==> src/rtl/wb_arbiter_pkg.sv <==
// Shared writeback types and widths for the register-file write-port arbiter.
package wb_arbiter_pkg;

  localparam int WD_SIZE        = 32;
  localparam int INSTR_REG_SIZE = 5;
  localparam int WB_FIFO_DEPTH  = 2;

  typedef struct packed {
    logic [INSTR_REG_SIZE-1:0] rd;
    logic [WD_SIZE-1:0]        data;
  } wb_entry_t;

endpackage

==> src/rtl/wb_fifo.sv <==
// In-order skid FIFO for ALU writeback entries; dout is the head, read combinationally.
// Push while full is ignored unless a pop happens in the same cycle.
module wb_fifo
  import wb_arbiter_pkg::*;
#(
  parameter int DEPTH = WB_FIFO_DEPTH
) (
  input  logic                       clk,
  input  logic                       reset_n,
  input  logic                       push,
  input  logic                       pop,
  input  wb_entry_t                  din,
  output wb_entry_t                  dout,
  output logic                       empty,
  output logic                       full,
  output logic [$clog2(DEPTH+1)-1:0] count
);

  localparam int CW = $clog2(DEPTH + 1);
  localparam int PW = (DEPTH > 1) ? $clog2(DEPTH) : 1;
  localparam logic [PW-1:0] LAST = PW'(DEPTH - 1);

  wb_entry_t     mem [DEPTH];
  logic [PW-1:0] wr_ptr;
  logic [PW-1:0] rd_ptr;
  logic          do_push;
  logic          do_pop;

  function automatic logic [PW-1:0] ptr_next(input logic [PW-1:0] p);
    return (p == LAST) ? '0 : p + 1'b1;
  endfunction

  assign empty   = (count == '0);
  assign full    = (count == CW'(DEPTH));
  assign do_pop  = pop & ~empty;
  assign do_push = push & (~full | do_pop);
  assign dout    = mem[rd_ptr];

  always_ff @(posedge clk) begin
    if (!reset_n) begin
      wr_ptr <= '0;
      rd_ptr <= '0;
      count  <= '0;
    end else begin
      if (do_push) begin
        mem[wr_ptr] <= din;
        wr_ptr      <= ptr_next(wr_ptr);
      end
      if (do_pop)
        rd_ptr <= ptr_next(rd_ptr);
      case ({do_push, do_pop})
        2'b10:   count <= count + 1'b1;
        2'b01:   count <= count - 1'b1;
        default: count <= count;
      endcase
    end
  end

endmodule

==> src/rtl/wb_arbiter.sv <==
// Merges ALU and mul/div results onto the single RF write port (mul > FIFO head > ALU), 1-cycle latency.
// Stall back to issue when the ALU skid FIFO is full; a push into a full FIFO is dropped and flagged sticky.
module wb_arbiter
  import wb_arbiter_pkg::*;
#(
  parameter int FIFO_DEPTH = WB_FIFO_DEPTH
) (
  input  logic                      clk,
  input  logic                      reset_n,
  input  logic                      alu_valid_i,
  input  logic                      alu_reg_write_i,
  input  logic [INSTR_REG_SIZE-1:0] alu_rd_i,
  input  logic [WD_SIZE-1:0]        alu_data_i,
  input  logic                      mul_valid_i,
  input  logic                      mul_reg_write_i,
  input  logic [INSTR_REG_SIZE-1:0] mul_rd_i,
  input  logic [WD_SIZE-1:0]        mul_data_i,
  output logic                      rf_we_o,
  output logic [INSTR_REG_SIZE-1:0] rf_waddr_o,
  output logic [WD_SIZE-1:0]        rf_wdata_o,
  output logic                      stall_o,
  output logic                      overflow_o
);

  localparam int CW = $clog2(FIFO_DEPTH + 1);

  logic          m_req;
  logic          a_req;
  logic          fifo_push;
  logic          fifo_pop;
  logic          fifo_empty;
  logic          fifo_full;
  logic [CW-1:0] fifo_count;
  wb_entry_t     alu_entry;
  wb_entry_t     fifo_head;

  assign m_req = mul_valid_i & mul_reg_write_i & (mul_rd_i != '0);
  assign a_req = alu_valid_i & alu_reg_write_i & (alu_rd_i != '0);

  // ALU bypasses the FIFO only when nothing older is queued and the mul is idle.
  assign fifo_pop  = ~m_req & ~fifo_empty;
  assign fifo_push = a_req & (m_req | ~fifo_empty);

  assign alu_entry = '{rd: alu_rd_i, data: alu_data_i};
  assign stall_o   = (fifo_count == CW'(FIFO_DEPTH));

  wb_fifo #(.DEPTH(FIFO_DEPTH)) u_fifo (
    .clk     (clk),
    .reset_n (reset_n),
    .push    (fifo_push),
    .pop     (fifo_pop),
    .din     (alu_entry),
    .dout    (fifo_head),
    .empty   (fifo_empty),
    .full    (fifo_full),
    .count   (fifo_count)
  );

  always_ff @(posedge clk) begin
    if (!reset_n) begin
      rf_we_o    <= 1'b0;
      rf_waddr_o <= '0;
      rf_wdata_o <= '0;
      overflow_o <= 1'b0;
    end else begin
      if (fifo_push & fifo_full & ~fifo_pop)
        overflow_o <= 1'b1;
      if (m_req) begin
        rf_we_o    <= 1'b1;
        rf_waddr_o <= mul_rd_i;
        rf_wdata_o <= mul_data_i;
      end else if (~fifo_empty) begin
        rf_we_o    <= 1'b1;
        rf_waddr_o <= fifo_head.rd;
        rf_wdata_o <= fifo_head.data;
      end else if (a_req) begin
        rf_we_o    <= 1'b1;
        rf_waddr_o <= alu_rd_i;
        rf_wdata_o <= alu_data_i;
      end else begin
        rf_we_o    <= 1'b0;
      end
    end
  end

endmodule

==> config.mk <==
export PLATFORM = sky130hd
export DESIGN_NAME = wb_arbiter
export DESIGN_NICKNAME = d
export VERILOG_FILES = /design/src/rtl/wb_arbiter_pkg.sv /design/src/rtl/wb_fifo.sv /design/src/rtl/wb_arbiter.sv
export SDC_FILE = /design/constraint.sdc
export NUM_CORES = 1
export LEC_CHECK = 0
export BUFFER_PORTS_ARGS = -buffer_cell sky130_fd_sc_hd__buf_2
export CORE_MARGIN = 3
export CORE_UTILIZATION = 45
export DETAILED_ROUTE_END_ITERATION = 16
export GPL_TIMING_DRIVEN = 0
export PLACE_DENSITY_LB_ADDON = 0.2
export SLEW_MARGIN = 20
export SYNTH_ARGS = -nofsm -noshare
export SYNTH_HDL_FRONTEND = slang
export SYNTH_HIERARCHICAL = 1
export SYNTH_SLANG_ARGS = --single-unit
==> constraint.sdc <==
create_clock -name clk -period 3.9 [get_ports clk]
set_clock_uncertainty 0.1 [all_clocks]
set_input_delay 0.39 -clock clk [delete_from_list [all_inputs] [get_ports clk]]
set_output_delay 0.39 -clock clk [all_outputs]
set_load 0.1 [all_outputs]
**Yosys cells after proc, flatten, opt, wreduce, memory -nomap -nowiden**

Memory sizes are Yosys's and may differ from the RTL's. A register that Yosys moved wholly into a read port is not among the register bits.
Cells that the tools add are included.

- Bitwise operators: 16
- Add/sub/neg operators: 4
- Multiplexer cells: 17
- Reductions and logical operators: 4
- Eq/ne operators: 4

Operators by type and width:

| kind | count |
|---|---|
| 32-bit two-way mux | 3 |
| 5-bit two-way mux | 3 |
| 1-bit AND | 10 |
| 1-bit two-way mux | 10 |
| 5-bit nonzero test | 2 |
| 2-bit == test (second input constant) | 2 |
| 1-bit NOT | 4 |
| 2-bit one-hot mux with 2 select lines | 1 |
| 3-bit != test (second input constant) | 1 |
| 1-bit adder (second input constant) | 2 |
| 2-bit by 1-bit adder with 2-bit output (second input constant) | 1 |
| 2-bit by 1-bit == test with 1-bit output (second input constant) | 1 |
| 2-bit logical NOT | 1 |
| 1-bit OR | 2 |
| 2-bit nonzero test | 1 |
| 2-bit by 1-bit subtractor with 2-bit output (second input constant) | 1 |

- Logic and storage cells: 53
- Input port bits: 80
- Bits in writable memories: 74
- Output and inout port bits: 40
- Memories: 1
- Register bits: 43

Memory list:

| memory | depth | width | read ports | clocked after memory_dff | wr ports | line | source |
|---|---|---|---|---|---|---|---|
| u_fifo.mem | 2 | 37 | 1 | 1 | 1 | wb_fifo.sv:23 | `wb_entry_t mem [DEPTH];` |

**Logic depth before layout (Yosys ltp)**

- Word-level depth: 10
- Gate-level depth with buffers: 11
- Depth with buffers taken out: 7

**Cells and area by module**

Netlist, hierarchy kept.

By module, submodules not included:

| module | cells each | seq. area each (um^2) | instances | area each (um^2) |
|---|---|---|---|---|
| wb_fifo | 146 | 2322.2 | 1 | 2922.8 |
| wb_arbiter | 317 | 780.7 | 1 | 2750.1 |

**Worst setup path before layout**

OpenSTA, ideal clock, no wires.

- Path type: flip-flop to flip-flop
- Start: reg u_fifo.count[1]
- End: mem u_fifo/mem[0][0] (netlist name) (enable)
- Buffers on the path: 4
- Data required time: 3.369 ns
- Cell stages (with the launch flop): 11
- Arrival: 3.259 ns
- Slack: 0.110 ns
- Library setup time: 0.431 ns
- Period minus slack after synthesis: 3.790 ns
- Path through: dfxtp_1 > buf_4 > nor2_1 > buf_2 > nor3b_1 > a21o_1 > clkbuf_1 > buf_2 > nor2_1 > nand3_1 > nor2_1

- Elaborated cells between the ends (all ways): 13
- Classes of those cells: 1 x eq/ne; 3 x mux; 8 x bitwise; 1 x reduce/logical

RTL lines:

| item | line | source |
|---|---|---|
| start: declaration | wb_fifo.sv:16 | `output logic [$clog2(DEPTH+1)-1:0] count` |
| start signal: assignment | wb_fifo.sv:52 | `2'b10: count <= count + 1'b1;` |
| start signal: assignment | wb_fifo.sv:53 | `2'b01: count <= count - 1'b1;` |
| start signal: assignment | wb_fifo.sv:54 | `default: count <= count;` |
| 2-bit logical NOT | wb_fifo.sv:33 | `assign empty = (count == '0);` |
| named net fifo_empty | wb_arbiter.sv:31 | `logic fifo_empty;` |
| 1-bit NOT | wb_arbiter.sv:42 | `assign fifo_push = a_req & (m_req \| ~fifo_empty);` |
| 1-bit OR | wb_arbiter.sv:42 |  |
| 1-bit AND | wb_arbiter.sv:42 |  |
| named net fifo_push | wb_arbiter.sv:29 | `logic fifo_push;` |
| 1-bit AND | wb_fifo.sv:36 | `assign do_push = push & (~full \| do_pop);` |
| 1-bit two-way mux | wb_fifo.sv:45 | `if (do_push) begin` |
| 1-bit two-way mux | wb_fifo.sv:40 | `if (!reset_n) begin` |
| 1-bit two-way mux (implied by the code) | wb_fifo.sv:46 | `mem[wr_ptr] <= din;` |
| end: declaration | wb_fifo.sv:23 |  |

The timed path passes the listed nets, and every way through them passes these cells.

**Final worst setup path**

- Start: reg u_fifo.count[0]
- End: mem u_fifo/mem[1][4] (netlist name) (enable)

Same word-level chain as after synthesis.

==> summary.md <==
| Metric | Value |
|---|---|
| RSZ-0062 raised after global routing | no |
| Starting Density | 46.6% |
| WL met3 | 1.08 mm |
| CTS tree | yes |
| Clock latency on the worst-skew pair | 410 ps |
| Max VDD drop | 0.377 mV |
| # port buffers | 119 |
| GRT Util Overall | 21.8% |
| Seq cells post-synth | 118 |
| Hold_ws | 81.9 ps |
| Max Cap Viol | 0 |
| Worst R2R Start | u_fifo/count[0]$_SDFFE_PN0P_ |
| Initial drt markers | 273 |
| Num rows | 40 |
| Seq/Total Area, Yosys | 54.7% |
| Bufs and invs on worst path | 4 |
| PwrDens | 514 nW/um^2 |
| Via count | 4521 |
| FF-to-FF path depth | 10 |
| Largest net degree at the start of global routing | 23 |
| Clk buf depth | 2 |
| Hold Startpoint | alu_data_i[11] |
| Final worst path period need | 3400 ps |
| Die Width | 118 um |
| Kind of critical path | register to register |
| Total CTS buffers | 17 |
| Most common cell after layout, fill and taps aside | buf_2 |
| Placed Cells | 752 |
| Req. time, crit path | 3910 ps |
| CP peak stage delay | 560 ps |
| Aggregate global routing overflow | 0 |
| Distinct cells, synth | 38 |
| Relative max-transition margin | 33.2% |
| Fin worst setup slack | 497 ps |
| Final Util | 58.8% |
| Worst r2r dst | u_fifo/mem[1][4]$_DFFE_PP_ |
| Ant diodes | 0 |
| YS warnings | 6 |
| Max Fclk | 0.294 GHz |
| Post-synth net total | 543 |
| Post-CTS Resized | 0 |
| Share of layout cells above drive strength 1 | 40.4% |
| Post-placement cell area | 6530 um^2 |
| Fill count | 1037 |
| Clk slew on worst S/H paths | 50 ps |
| Crit-path max FO | 22 |
| Place WS | 525 ps |
| Worst hold path class | primary input to register |
| Worst Setup Start Kind | register |
| Crit. End Element | register |
| Top layer reached by signal wires | met4 |
| Leading cell types in the layout, fill and taps excluded | buf_2, edfxtp_1, nand3_1 |
| Worst R2R Setup Slack | 500 ps |
| Outcome | completed |
| Final layout net count | 683 |
| HPWL Detailed | 10.4 mm |
| Die height | 118 um |
| Post-route cell area | 7150 um^2 |
| WL met1 | 6.66 mm |
| Hold buffer count at CTS | 0 |
| DRT Pass-1 Iters | 5 |
| Vias in the first global route | 4429 |
| Worst slew pin tran | 987 ps |
| DRC | 0 |
| CTS sink count | 118 |
| Area growth, synth to finish | 26.0% |
| Period utilization | 87.3% |
| Die area | 14000 um^2 |
| Total I/O pin count | 120 |
| Slowest-stage cell, CP | nor2_4 |
| Antenna viol nets, final | 0 |
| Crit path max-delay family | simple AND/OR/NAND/NOR gates |
| Routed len/inst | 19.2 um |
| Mapped Area | 5670 um^2 |
| H-tree level count | 4 |
| Post-CTS setup buffers | 0 |
| Post-Syn Area per Cell | 12.3 um^2 |
| Critical Path AT | 3420 ps |
| Slew Viols, Final | 0 |
| Pleak | 2.94 nW |
| Post-synthesis cell count | 463 |
| Crit-path cells | nor2_1 -> buf_2 -> nor3b_1 -> a21o_1 -> clkbuf_1 -> buf_2 -> nor2_1 -> nand3_1 -> nor2_4 -> buf_12 |
| Vias per cell | 5.77 |
| Routability cong. | 0.831 |
| Core area | 12200 um^2 |
| First-pass GRT wire length | 23.8 mm |
| Hold path depth | 1 |
| Worst hold endpoint | u_fifo/mem[1][11]$_DFFE_PP_ |
| Met2 wire len | 7.00 mm |
| Root Driver | clkbuf_16 |
| Initial antenna violation count | 0 |
| Setup violators final | 0 |
| Fin. Hold Viols | 0 |
| Finished Layout Cells | 784 |
| WL final | 15.0 mm |
[stage by stage]
stage               TNS, ps  power (mW)
detailed placement        0        2.08
CTS                       0        3.70
global route              0        3.79
finish                    0        3.68
floorplan                 0        1.92
global placement     -99960        2.07
[worst reg2reg max path: stages, from the launching register on]
cell	delay, ps
dfxtp_1	470
nor2_1	70
buf_2	180
nor3b_1	180
a21o_1	180
clkbuf_1	210
buf_2	250
nor2_1	330
nand3_1	300
nor2_4	560
buf_12	270
[cell usage after synthesis]
master,count,area [um^2]
nand4b_1,1,8.76
a21oi_1,35,175
o21ai_0,2,10.0
inv_1,2,7.51
nor3_2,1,10.0
and2_1,3,18.8
nor2_1,12,45.0
o211ai_1,5,37.5
edfxtp_1,74,2220
o211ai_2,30,375
o311ai_1,1,8.76
or3b_1,1,8.76
nor2b_1,7,43.8
nand3_1,65,325
clkbuf_1,19,71.3
or4_4,1,11.3
buf_4,4,30.0
dfxtp_1,44,881
nand2_1,10,37.5
a311oi_1,2,17.5
o211a_1,2,20.0
a211oi_1,3,22.5
a21boi_0,1,7.51
xnor2_1,1,8.76
buf_2,15,75.1
nand2b_1,1,6.26
a31oi_1,1,6.26
o21ai_2,2,17.5
nor3b_1,1,7.51
a211o_1,32,280
mux2i_1,32,320
buf_6,4,45.0
clkinv_1,1,3.75
a21o_1,3,22.5
o32ai_1,3,26.3
a21oi_2,1,8.76
nor3_1,2,10.0
mux2_2,39,439
[sequential cells by signal, indices dropped and copies added, names as in the netlist, named ones only]
register / cells
u_fifo/count: 2
u_fifo/wr_ptr: 1
u_fifo/rd_ptr: 1
rf_we_o: 1
rf_wdata_o: 32
rf_waddr_o: 5
overflow_o: 1
u_fifo/mem: 74
[cells by family (layout without fill, tap and decap cells)]
| kind of cell | count (synthesis) | after routing | synth area share (%) |
|---|---|---|---|
| simple gates | 105 | 105 | 9.40 |
| flops | 118 | 118 | 54.7 |
| xor+xnor | 1 | 1 | 0.154 |
| mux | 71 | 71 | 13.4 |
| buf+inv | 45 | 198 | 4.10 |
| compound gates | 123 | 123 | 18.3 |
[how the worst max path moves through the flow]
stage,from,slack [ps],end,depth (start not counted)
after floorplan,u_fifo/count[1]$_SDFFE_PN0P_,110,u_fifo/mem[0][0]$_DFFE_PP_,10
after CTS,u_fifo/count[0]$_SDFFE_PN0P_,490,u_fifo/mem[0][23]$_DFFE_PP_,10
final,u_fifo/count[0]$_SDFFE_PN0P_,500,u_fifo/mem[1][4]$_DFFE_PP_,10
after global placement,mul_rd_i[1],-1350,u_fifo/mem[0][7]$_DFFE_PP_,7
after detailed placement,u_fifo/count[0]$_SDFFE_PN0P_,520,u_fifo/mem[1][7]$_DFFE_PP_,10
after global routing,u_fifo/count[0]$_SDFFE_PN0P_,260,u_fifo/mem[0][9]$_DFFE_PP_,10
[layout make-up]
class | count | area [um^2] | area share, %
timing repair buffer | 121 | 636 | 8.89
sequential | 118 | 3100 | 43.4
clock inverter | 11 | 154 | 2.15
multi-input combinational | 300 | 2350 | 32.9
inverter | 3 | 11.3 | 0.158
tap | 168 | 210 | 2.94
buffer | 42 | 221 | 3.10
clock buffer | 21 | 460 | 6.44
[routing by layer]
metal  track usage, %  up-vias
met1             29.7     2214
met5                0        -
met3             5.41       25
met4             8.35        0
met2             33.4      200
li1                 -     2082
[power by group]
| group | leakage (nW) | internal (mW) | switching, mW | total [mW] |
|---|---|---|---|---|
| Combinational | 1.60 | 0.165 | 0.493 | 0.658 |
| Sequential | 1.03 | 1.37 | 0.0258 | 1.40 |
| Clock | 0.308 | 1.09 | 0.526 | 1.62 |
Power figures use the tool's default switching activity.
